`src/rtl/instr_encoder_pkg.sv`:
```
// -----------------------------------------------------------------------------
// instr_encoder_pkg
// Shared definitions for the program loader and the soft MIPS core decoder:
//   mnem_t      - symbolic mnemonic codes accepted on the command interface
//   OP_* / FN_* - primary opcode and R-type func field values
//   ld_state_t  - loader FSM states
//   r_word / i_word - field packers for R-type and I-type words
// -----------------------------------------------------------------------------
package instr_encoder_pkg;

  typedef enum logic [4:0] {
    MN_ADD   = 5'd0,
    MN_ADDU  = 5'd1,
    MN_SUB   = 5'd2,
    MN_AND   = 5'd3,
    MN_OR    = 5'd4,
    MN_XOR   = 5'd5,
    MN_NOR   = 5'd6,
    MN_SLT   = 5'd7,
    MN_SLTU  = 5'd8,
    MN_SLL   = 5'd9,
    MN_SLLV  = 5'd10,
    MN_SRL   = 5'd11,
    MN_SRA   = 5'd12,
    MN_JR    = 5'd13,
    MN_LW    = 5'd14,
    MN_SW    = 5'd15,
    MN_ADDI  = 5'd16,
    MN_ADDIU = 5'd17,
    MN_SLTI  = 5'd18,
    MN_SLTIU = 5'd19,
    MN_ORI   = 5'd20,
    MN_LUI   = 5'd21,
    MN_ANDI  = 5'd22,
    MN_XORI  = 5'd23,
    MN_BEQ   = 5'd24,
    MN_BNE   = 5'd25,
    MN_J     = 5'd26,
    MN_JAL   = 5'd27
  } mnem_t;

  // Primary opcodes
  localparam logic [5:0] OP_RTYPE = 6'h00;
  localparam logic [5:0] OP_J     = 6'h02;
  localparam logic [5:0] OP_JAL   = 6'h03;
  localparam logic [5:0] OP_BEQ   = 6'h04;
  localparam logic [5:0] OP_BNE   = 6'h05;
  localparam logic [5:0] OP_ADDI  = 6'h08;
  localparam logic [5:0] OP_ADDIU = 6'h09;
  localparam logic [5:0] OP_SLTI  = 6'h0A;
  localparam logic [5:0] OP_SLTIU = 6'h0B;
  localparam logic [5:0] OP_ANDI  = 6'h0C;
  localparam logic [5:0] OP_ORI   = 6'h0D;
  localparam logic [5:0] OP_XORI  = 6'h0E;
  localparam logic [5:0] OP_LUI   = 6'h0F;
  localparam logic [5:0] OP_LW    = 6'h23;
  localparam logic [5:0] OP_SW    = 6'h2B;

  // R-type func codes
  localparam logic [5:0] FN_SLL  = 6'h00;
  localparam logic [5:0] FN_SRL  = 6'h02;
  localparam logic [5:0] FN_SRA  = 6'h03;
  localparam logic [5:0] FN_SLLV = 6'h04;
  localparam logic [5:0] FN_JR   = 6'h08;
  localparam logic [5:0] FN_ADD  = 6'h20;
  localparam logic [5:0] FN_ADDU = 6'h21;
  localparam logic [5:0] FN_SUB  = 6'h22;
  localparam logic [5:0] FN_AND  = 6'h24;
  localparam logic [5:0] FN_OR   = 6'h25;
  localparam logic [5:0] FN_XOR  = 6'h26;
  localparam logic [5:0] FN_NOR  = 6'h27;
  localparam logic [5:0] FN_SLT  = 6'h2A;
  localparam logic [5:0] FN_SLTU = 6'h2B;

  typedef enum logic [1:0] {
    ST_IDLE  = 2'd0,
    ST_LOAD  = 2'd1,
    ST_FLUSH = 2'd2,
    ST_DONE  = 2'd3
  } ld_state_t;

  function automatic logic [31:0] r_word(input logic [4:0] rs, input logic [4:0] rt,
                                         input logic [4:0] rd, input logic [4:0] shamt,
                                         input logic [5:0] func);
    return {OP_RTYPE, rs, rt, rd, shamt, func};
  endfunction

  function automatic logic [31:0] i_word(input logic [5:0] op, input logic [4:0] rs,
                                         input logic [4:0] rt, input logic [15:0] imm);
    return {op, rs, rt, imm};
  endfunction

endpackage

```
`src/rtl/instr_encode_comb.sv`:
```
// -----------------------------------------------------------------------------
// instr_encode_comb
// Pure combinational map from a symbolic command to a 32-bit MIPS word.
//   mnem   in  5   mnemonic code (mnem_t values; 28-31 are invalid)
//   rs/rt/rd in 5  register fields
//   imm    in  16  immediate; [4:0] doubles as shamt for SLL/SRL/SRA
//   target in  26  J/JAL target
//   word   out 32  encoded instruction (all zeros for an invalid mnemonic)
//   valid  out 1   mnemonic was recognised
// -----------------------------------------------------------------------------
module instr_encode_comb
  import instr_encoder_pkg::*;
(
  input  logic [4:0]  mnem,
  input  logic [4:0]  rs,
  input  logic [4:0]  rt,
  input  logic [4:0]  rd,
  input  logic [15:0] imm,
  input  logic [25:0] target,
  output logic [31:0] word,
  output logic        valid
);

  always_comb begin
    word  = 32'h0;
    valid = 1'b1;
    case (mnem)
      MN_ADD:   word = r_word(rs, rt, rd, 5'd0, FN_ADD);
      MN_ADDU:  word = r_word(rs, rt, rd, 5'd0, FN_ADDU);
      MN_SUB:   word = r_word(rs, rt, rd, 5'd0, FN_SUB);
      MN_AND:   word = r_word(rs, rt, rd, 5'd0, FN_AND);
      MN_OR:    word = r_word(rs, rt, rd, 5'd0, FN_OR);
      MN_XOR:   word = r_word(rs, rt, rd, 5'd0, FN_XOR);
      MN_NOR:   word = r_word(rs, rt, rd, 5'd0, FN_NOR);
      MN_SLT:   word = r_word(rs, rt, rd, 5'd0, FN_SLT);
      MN_SLTU:  word = r_word(rs, rt, rd, 5'd0, FN_SLTU);
      // Constant shifts take the amount from the immediate and leave rs zero.
      MN_SLL:   word = r_word(5'd0, rt, rd, imm[4:0], FN_SLL);
      MN_SRL:   word = r_word(5'd0, rt, rd, imm[4:0], FN_SRL);
      MN_SRA:   word = r_word(5'd0, rt, rd, imm[4:0], FN_SRA);
      MN_SLLV:  word = r_word(rs, rt, rd, 5'd0, FN_SLLV);
      MN_JR:    word = r_word(rs, 5'd0, 5'd0, 5'd0, FN_JR);
      MN_LW:    word = i_word(OP_LW, rs, rt, imm);
      MN_SW:    word = i_word(OP_SW, rs, rt, imm);
      MN_ADDI:  word = i_word(OP_ADDI, rs, rt, imm);
      MN_ADDIU: word = i_word(OP_ADDIU, rs, rt, imm);
      MN_SLTI:  word = i_word(OP_SLTI, rs, rt, imm);
      MN_SLTIU: word = i_word(OP_SLTIU, rs, rt, imm);
      MN_ORI:   word = i_word(OP_ORI, rs, rt, imm);
      MN_LUI:   word = i_word(OP_LUI, 5'd0, rt, imm);
      MN_ANDI:  word = i_word(OP_ANDI, rs, rt, imm);
      MN_XORI:  word = i_word(OP_XORI, rs, rt, imm);
      MN_BEQ:   word = i_word(OP_BEQ, rs, rt, imm);
      MN_BNE:   word = i_word(OP_BNE, rs, rt, imm);
      MN_J:     word = {OP_J, target};
      MN_JAL:   word = {OP_JAL, target};
      default: begin
        word  = 32'h0;
        valid = 1'b0;
      end
    endcase
  end

endmodule

```
`src/rtl/instr_encoder.sv`:
```
// -----------------------------------------------------------------------------
// instr_encoder
// Program loader: encodes symbolic commands and writes them to consecutive
// instruction-memory words from address 0, holding the core frozen meanwhile.
//   clk, rst_n         clock, async active-low reset
//   start              begin a session (honoured in IDLE/DONE only)
//   cmd_valid/ready    command handshake
//   cmd_mnem/rs/rt/rd/imm/target/last   command fields
//   imem_we/addr/wd    instruction-memory write port
//   cpu_enable         core run enable (low while loading)
//   done               one-cycle end-of-session pulse
//   error              sticky invalid-mnemonic / overflow flag
//   count              words written this session
//
// state | meaning
// IDLE  | waiting for start; core runs if a load has completed
// LOAD  | accepting commands, one write per accept
// FLUSH | last word being written, no more accepts
// DONE  | done pulse, core released
// -----------------------------------------------------------------------------
module instr_encoder
  import instr_encoder_pkg::*;
#(
  parameter int AWIDTH = 10
) (
  input  logic              clk,
  input  logic              rst_n,
  input  logic              start,
  input  logic              cmd_valid,
  output logic              cmd_ready,
  input  logic [4:0]        cmd_mnem,
  input  logic [4:0]        cmd_rs,
  input  logic [4:0]        cmd_rt,
  input  logic [4:0]        cmd_rd,
  input  logic [15:0]       cmd_imm,
  input  logic [25:0]       cmd_target,
  input  logic              cmd_last,
  output logic              imem_we,
  output logic [AWIDTH-1:0] imem_addr,
  output logic [31:0]       imem_wd,
  output logic              cpu_enable,
  output logic              done,
  output logic              error,
  output logic [AWIDTH:0]   count
);

  localparam logic [AWIDTH:0] TOP_ADDR = {1'b0, {AWIDTH{1'b1}}};
  localparam logic [AWIDTH:0] CAPACITY = {1'b1, {AWIDTH{1'b0}}};

  ld_state_t state, state_nxt;

  logic [31:0]       enc_word;
  logic              enc_valid;
  logic              accept;
  logic              launch;
  logic              at_top;

  logic              cmd_ready_nxt;
  logic              imem_we_nxt;
  logic [AWIDTH-1:0] imem_addr_nxt;
  logic [31:0]       imem_wd_nxt;
  logic              cpu_enable_nxt;
  logic              done_nxt;
  logic              error_nxt;
  logic [AWIDTH:0]   count_nxt;

  instr_encode_comb u_encode (
    .mnem   (cmd_mnem),
    .rs     (cmd_rs),
    .rt     (cmd_rt),
    .rd     (cmd_rd),
    .imm    (cmd_imm),
    .target (cmd_target),
    .word   (enc_word),
    .valid  (enc_valid)
  );

  // cmd_ready is registered and high only in LOAD, so it qualifies the accept.
  assign accept = cmd_valid && cmd_ready;
  assign launch = start && (state == ST_IDLE || state == ST_DONE);
  assign at_top = (count == TOP_ADDR);

  always_ff @(posedge clk or negedge rst_n) begin
    if (!rst_n) state <= ST_IDLE;
    else        state <= state_nxt;
  end

  always_comb begin
    state_nxt = state;
    case (state)
      ST_IDLE:  if (start) state_nxt = ST_LOAD;
      ST_LOAD:  if (accept && (cmd_last || at_top)) state_nxt = ST_FLUSH;
      ST_FLUSH: state_nxt = ST_DONE;
      ST_DONE:  state_nxt = start ? ST_LOAD : ST_IDLE;
      default:  state_nxt = ST_IDLE;
    endcase
  end

  // Next values for the output registers; every output is a flop.
  always_comb begin
    cmd_ready_nxt  = (state_nxt == ST_LOAD);
    done_nxt       = (state_nxt == ST_DONE);
    imem_we_nxt    = accept;
    imem_addr_nxt  = imem_addr;
    imem_wd_nxt    = imem_wd;
    count_nxt      = count;
    error_nxt      = error;
    cpu_enable_nxt = cpu_enable;

    if (accept) begin
      imem_addr_nxt = count[AWIDTH-1:0];
      imem_wd_nxt   = enc_word;
      if (count != CAPACITY) count_nxt = count + 1'b1;
      // Overflow: the last free word was just taken and the program goes on.
      if (!enc_valid || (at_top && !cmd_last)) error_nxt = 1'b1;
    end

    if (launch) begin
      count_nxt = '0;
      error_nxt = 1'b0;
    end

    if (state_nxt == ST_DONE)   cpu_enable_nxt = 1'b1;
    else if (launch)            cpu_enable_nxt = 1'b0;
  end

  always_ff @(posedge clk or negedge rst_n) begin
    if (!rst_n) begin
      cmd_ready  <= 1'b0;
      imem_we    <= 1'b0;
      imem_addr  <= '0;
      imem_wd    <= 32'h0;
      cpu_enable <= 1'b0;
      done       <= 1'b0;
      error      <= 1'b0;
      count      <= '0;
    end else begin
      cmd_ready  <= cmd_ready_nxt;
      imem_we    <= imem_we_nxt;
      imem_addr  <= imem_addr_nxt;
      imem_wd    <= imem_wd_nxt;
      cpu_enable <= cpu_enable_nxt;
      done       <= done_nxt;
      error      <= error_nxt;
      count      <= count_nxt;
    end
  end

endmodule

```
`config.mk`:
```
export PLATFORM = sky130hd
export DESIGN_NAME = instr_encoder
export DESIGN_NICKNAME = d
export VERILOG_FILES = /design/src/rtl/instr_encoder_pkg.sv /design/src/rtl/instr_encode_comb.sv /design/src/rtl/instr_encoder.sv
export SDC_FILE = /design/constraint.sdc
export NUM_CORES = 1
export LEC_CHECK = 0
export BUFFER_PORTS_ARGS = -buffer_cell sky130_fd_sc_hd__buf_2
export CAP_MARGIN = 15
export CORE_MARGIN = 2
export CORE_UTILIZATION = 45
export CTS_BUF_LIST = sky130_fd_sc_hd__clkbuf_16
export DETAILED_ROUTE_END_ITERATION = 10
export GPL_TIMING_DRIVEN = 0
export PLACE_DENSITY = 0.75
export SLEW_MARGIN = 10
export SYNTH_ARGS = -nofsm -noshare
export SYNTH_HDL_FRONTEND = slang
export SYNTH_SLANG_ARGS = --single-unit
export TNS_END_PERCENT = 10
```
`constraint.sdc`:
```
create_clock -name clk -period 2.19 [get_ports clk]
set_clock_uncertainty 0.15 [all_clocks]
set_input_delay 0.5475 -clock clk [delete_from_list [all_inputs] [get_ports clk]]
set_output_delay 0.5475 -clock clk [all_outputs]
set_load 0.02 [all_outputs]
```
==> flow_summary.toml, run 1 <==
[sta]
hold_viol = 0
rsz0062_at_grt = "false"
finalSetupViolCount = 0
report.final.slew_viol_count = 0
tns_ns = 0
max_slew_margin = 0.499
worst_pin_slew_ns = 0.751
finalCritPeriodShare = 0.918
period_needed_ns = 2.01
max_freq_ghz = 0.498

[clocking]
h-tree-depth = 3
insertion_delay_ns = 0.33
cts_tree = "built"
cts_sinks = 59
ctsResizeCount = 0
postCtsSetupBuffers = 0
clk_path_buf_depth = 2
cts_hold_buf = 0
numCtsBuffers = 9
clock-root-buffer = "clkbuf_16"
clk_pin_slew_ns = 0.06

[routing]
wl_per_cell_um = 15.9
drt_iter0_drc = 193
final_antenna_net_count = 0
viasPerCell = 5.63
remaining_drc_errors = 0
routed_wl_mm = 8.69
via_count = 3066
firstDrtPassIters = 5

[setup_path]
startpoint_type = "register"
cpPeakStageDelay_ns = 0.41
crit_chain = "inv_1, ha_1, nor2b_1, clkbuf_1, clkbuf_1, nor2_1"
crit_top_cell = "clkbuf_1"
crit_buf_inv = 3
path_class = "reg -> reg"
cp.required_ns = 2.23
cp_slowest_cell = "dfrtp_1"
crit_family = "buffers and inverters"
arrival_ns = 2.05
crit_path_end_kind = "register"
path_max_fanout = 10

[die]
die_y_um = 87.1
die_width_um = 87.1
initial_utilization = 0.460
core_area_um2 = 6760
die_area_um2 = 7590
rows = 30
ioPinCount = 125

[power]
p_int_mw = 3.08
p_sw_frac = 0.381
p_switching_mw = 1.90
clkPwrFrac = 0.300
p_per_area_nw_per_um2 = 1200
vdd_drop_max_mv = 0.556
pwr-share-comb = 0.367
cellLeakagePower_nw = 2.11
p_seq_frac = 0.332

[cells_and_area]
syn_to_final_growth_pct = 33.3
final_core_util = 0.614
nFillCells = 622
layout-drive-gt1-share = 0.361
antennaDiodeCount = 0
final_cell_mix = "buf_2 (131), nand2_1 (60), dfrtp_1 (59)"
final_common_cell = "buf_2"
final_net_count = 533

[yosys]
async_flop_share = 1.00
synth_ff_type = "dfrtp_1"
ys_warn_count = 0
syn_avg_cell_area_um2 = 9.54
yosys_register_bits = 59
synth_edf_count = 0
syn_nets = 399
synthesis.area_um2 = 3110
yosysSeqAreaShare = 0.475
ys_types = 59
synthesis.instances = 326

[grt]
gr-usage-all-layers = 0.243
grt_pass1_vias = 2993
grt_max_degree = 60
grt_antenna_before_repair = 0
grt-ovfl-total = 0
grt_pass1_wl_mm = 14.4

[placement]
place_congestion = 0.914
dp_hpwl_mm = 6.25
io_buffers = 123

[run_status]
outcome = "completed"

[worst_hold_path]
min_path_type = "in -> async"

[run]
cap_violations = 0
[synthesized netlist by cell type, drive strengths merged (4+ instances only)]
master	n	area, µm²
nor3	6	35.0
nand2	60	225
and3	8	50.1
xor2	4	35.0
o21ai	36	184
a221oi	9	110
a32oi	5	43.8
nor2	13	48.8
clkbuf	9	33.8
a221o	5	50.1
dfrtp	59	1480
a222oi	6	60.1
inv	11	41.3
ha	6	75.1
a21oi	17	96.4
xnor2	5	43.8
o211ai	4	30.0
buf	13	75.1
nand2b	4	25.0
[state kept, by name, indices dropped and copies added, names as in the netlist]
signal and cells:
imem_we 1, done 1, count 11, imem_wd 31, cpu_enable 1, state 2
error 1, cmd_ready 1, imem_addr 10
[final timing paths]
| path | start | slack [ns] | to | cells after the start |
|---|---|---|---|---|
| worst max-delay path | state[0] | 0.18 | count[5] | 6 |
| worst min-delay path | rst_n | 0.13 | imem_wd[4] | 1 |
| worst max register to register | state[0] | 0.18 | count[5] | 6 |
| worst min register to register | imem_addr[6] | 0.32 | imem_addr[6] | 2 |
| max in group asynchronous | rst_n | 1.25 | imem_addr[3] | 1 |
| min in group clk | cmd_rt[3] | 0.31 | imem_wd[19] | 2 |
[cell families after synthesis]
logic type / after synthesis / synth area share
AOI/OAI and AO/OA: 98 / 0.229
xor gates and xnor gates: 9 / 0.0254
adders and majority gates: 6 / 0.0241
buffers and inverters: 34 / 0.0495
DFF: 59 / 0.475
muxes: 3 / 0.0105
other: 1 / 0.00121
and+or+nand+nor: 116 / 0.186
[routing by layer]
metal / GRT usage / vias to the layer above / routed length [µm]
li1: - / 1457 / -
met1: 0.334 / 1475 / 3820
met2: 0.385 / 116 / 4170
met3: 0.0427 / 18 / 499
met4: 0.0937 / 0 / 199
met5: 0 / - / 0
[area by class of cell]
class	count	area [µm²]	area share
flip-flops and latches	59	1480	0.356
clock buffers	9	225	0.0543
plain buffers	22	109	0.0263
repair buffers	123	618	0.149
inverters	12	45.0	0.0109
clock inverters	7	92.6	0.0223
multi-input cells	233	1480	0.357
well taps	80	100	0.0241
[stage by stage]
step | instances | power (mW) | setup slack [ns] | cell area (µm²) | hold slack (ns)
after floorplan | 326 | 2.83 | 0.378 | 3110 | 0.102
after global placement | 529 | 3.44 | 0.0586 | 3820 | 0.305
after detailed placement | 529 | 3.49 | 0.0246 | 3830 | 0.311
after CTS | 545 | 5.00 | 0.176 | 4150 | 0.174
after global routing | 545 | 5.28 | 0.0430 | 4150 | 0.217
final | 545 | 4.97 | 0.180 | 4150 | 0.131
[worst register-to-register path: cells and delay by family, from the launching register on]
family                   cells  cell delay [ns]
adder cells (fa/ha/maj)      1             0.30
flip-flops                   1             0.41
AND/OR/NAND/NOR              2             0.23
buffers and inverters        3             0.79
[power by group through the flow]
stage	registers [mW]	logic, mW	clock network, mW
6_report	1.65	1.83	1.49
5_1_grt	1.70	2.02	1.56
4_1_cts	1.65	1.83	1.51
3_5_place_dp	1.67	1.82	0
3_3_place_gp	1.65	1.79	0
2_1_floorplan	2.06	0.772	0
(Power assumes the default switching activity.)
==> run 2: changes to the inputs <==
- clock period: 2.19 -> 1.9 ns (I/O delays scaled with it)
==> run 2 against run 1 <==
  * Count of clock-buffer cells in the layout stayed put
  * First-iteration DRC count is 23% higher
  * Register-to-register slack worse by 0.11 ns
  * Core utilization is 0.69 points higher
  * Sequential power is 16% higher
  * Global-route usage hardly changed
  * Final cell count stayed put
  * Combinational power is 18% higher
  * Maximum frequency is 10% higher
  * Critical path type unchanged
==> flow_summary.toml, run 2 (same netlist as run 1, synthesis figures left out) <==
[routing]
remaining_drc_errors = 0
firstDrtPassIters = 5
drt_iter0_drc = 237
wl_per_cell_um = 16.1
viasPerCell = 5.62
final_antenna_net_count = 0
routed_wl_mm = 8.80
via_count = 3064

[setup_path]
crit_path_end_kind = "register"
crit_family = "simple AND/OR/NAND/NOR gates"
cpPeakStageDelay_ns = 0.39
path_max_fanout = 9
reg2reg_depth = 5
cp_slowest_cell = "nor4_4"
startpoint_type = "register"
cp.depth = 5
crit_chain = "buf_2, nand4_1, nor4_4, o31a_1, o22ai_1"
path_class = "reg -> reg"
crit_buf_inv = 1
cp.required_ns = 1.94
arrival_ns = 1.87

[power]
cellLeakagePower_nw = 2.15
p_per_area_nw_per_um2 = 1380
vdd_drop_max_mv = 0.645

[die]
die_width_um = 87.1
die_area_um2 = 7590
die_y_um = 87.1
core_area_um2 = 6760
initial_utilization = 0.460
rows = 30
ioPinCount = 125

[cells_and_area]
antennaDiodeCount = 0
final_common_cell = "buf_2"
syn_to_final_growth_pct = 34.8
final_net_count = 533
top_regs = "imem_wd x31, count x11, imem_addr x10"
layout-drive-gt1-share = 0.387
largest_register_ffs = 31
largest-register = "imem_wd"
final_cell_mix = "buf_2 (131), nand2_1 (59), dfrtp_1 (58)"

[clocking]
clock-root-buffer = "clkbuf_16"
postCtsSetupBuffers = 0
cts_sinks = 59
clk_pin_slew_ns = 0.05
cts_tree = "built"
h-tree-depth = 3
insertion_delay_ns = 0.32
cts_hold_buf = 0
numCtsBuffers = 9
clk_path_buf_depth = 2

[placement]
io_buffers = 123
place_congestion = 0.914
dp_hpwl_mm = 6.25

[grt]
gr-usage-met2 = 0.387
busiest_layer = "met2"
grt_antenna_before_repair = 0
grt-ovfl-total = 0
grt_max_degree = 60
grt_pass1_wl_mm = 14.5
grt_pass1_vias = 2999
use_met3 = 0.0427
grt_use_met1 = 0.334
gr-usage-all-layers = 0.244

[sta]
worst_pin_slew_ns = 0.745
finalCritPeriodShare = 0.962
tns_ns = 0
hold_viol = 0
hold_ws_ns = 0.0606
rsz0062_at_grt = "true"
period_needed_ns = 1.83
finalSetupViolCount = 0
max_freq_ghz = 0.547
max_slew_margin = 0.503
report.final.slew_viol_count = 0

[run]
cap_violations = 0

[worst_hold_path]
min_path_type = "in -> async"

[run_status]
outcome = "completed"
[run 2: where the power goes]
group	total [mW]	leakage (nW)	internal (mW)	switching, mW
Sequential	1.91	0.772	1.66	0.250
Clock	1.72	0.149	1.14	0.575
Combinational	2.16	1.23	0.783	1.38
Total	5.79	2.15	3.59	2.20
[run 2: final timing paths]
kind                               from      endpoint  slack, ns
setup / recovery               count[4]    cpu_enable       0.07
hold / removal                    rst_n    imem_wd[4]       0.06
setup reg to reg               count[4]    cpu_enable       0.07
hold reg to reg            imem_addr[6]  imem_addr[6]       0.32
max in group asynchronous         rst_n      count[0]       1.01
min in group clk              cmd_rt[3]   imem_wd[19]       0.24
[run 2: metrics by stage]
step | worst slack (ns) | cells | power (mW) | instance area, µm² | util
after floorplan | 0.149 | 326 | 3.27 | 3110 | -
after global placement | -0.159 | 529 | 3.97 | 3820 | 0.566
after detailed placement | -0.193 | 529 | 4.03 | 3830 | 0.566
after CTS | 0.0249 | 545 | 5.77 | 4150 | 0.614
after global routing | -0.0601 | 545 | 6.15 | 4190 | 0.620
final | 0.0728 | 545 | 5.79 | 4190 | 0.620
[run 2: layer usage]
| metal | wire length, µm | part of all wire |
|---|---|---|
| met4 | 152 | 0.017 |
| met1 | 3820 | 0.43 |
| met5 | 0 | 0 |
| met3 | 499 | 0.057 |
| met2 | 4320 | 0.49 |
[run 2: what timing repair did]
action,CTS,global route
endpoints found under the setup margin,12,46
pin swaps,0,1
resized for setup,2,18
[run 2: final cells by class]
class                   instances  area, µm²
plain buffers                  22        118
clock inverters                 7       92.6
multi-input cells             233       1520
flip-flops and latches         59       1480
fillers                       613       2560
inverters                      12       45.0
well taps                      80        100
clock buffers                   9        225
repair buffers                123        618
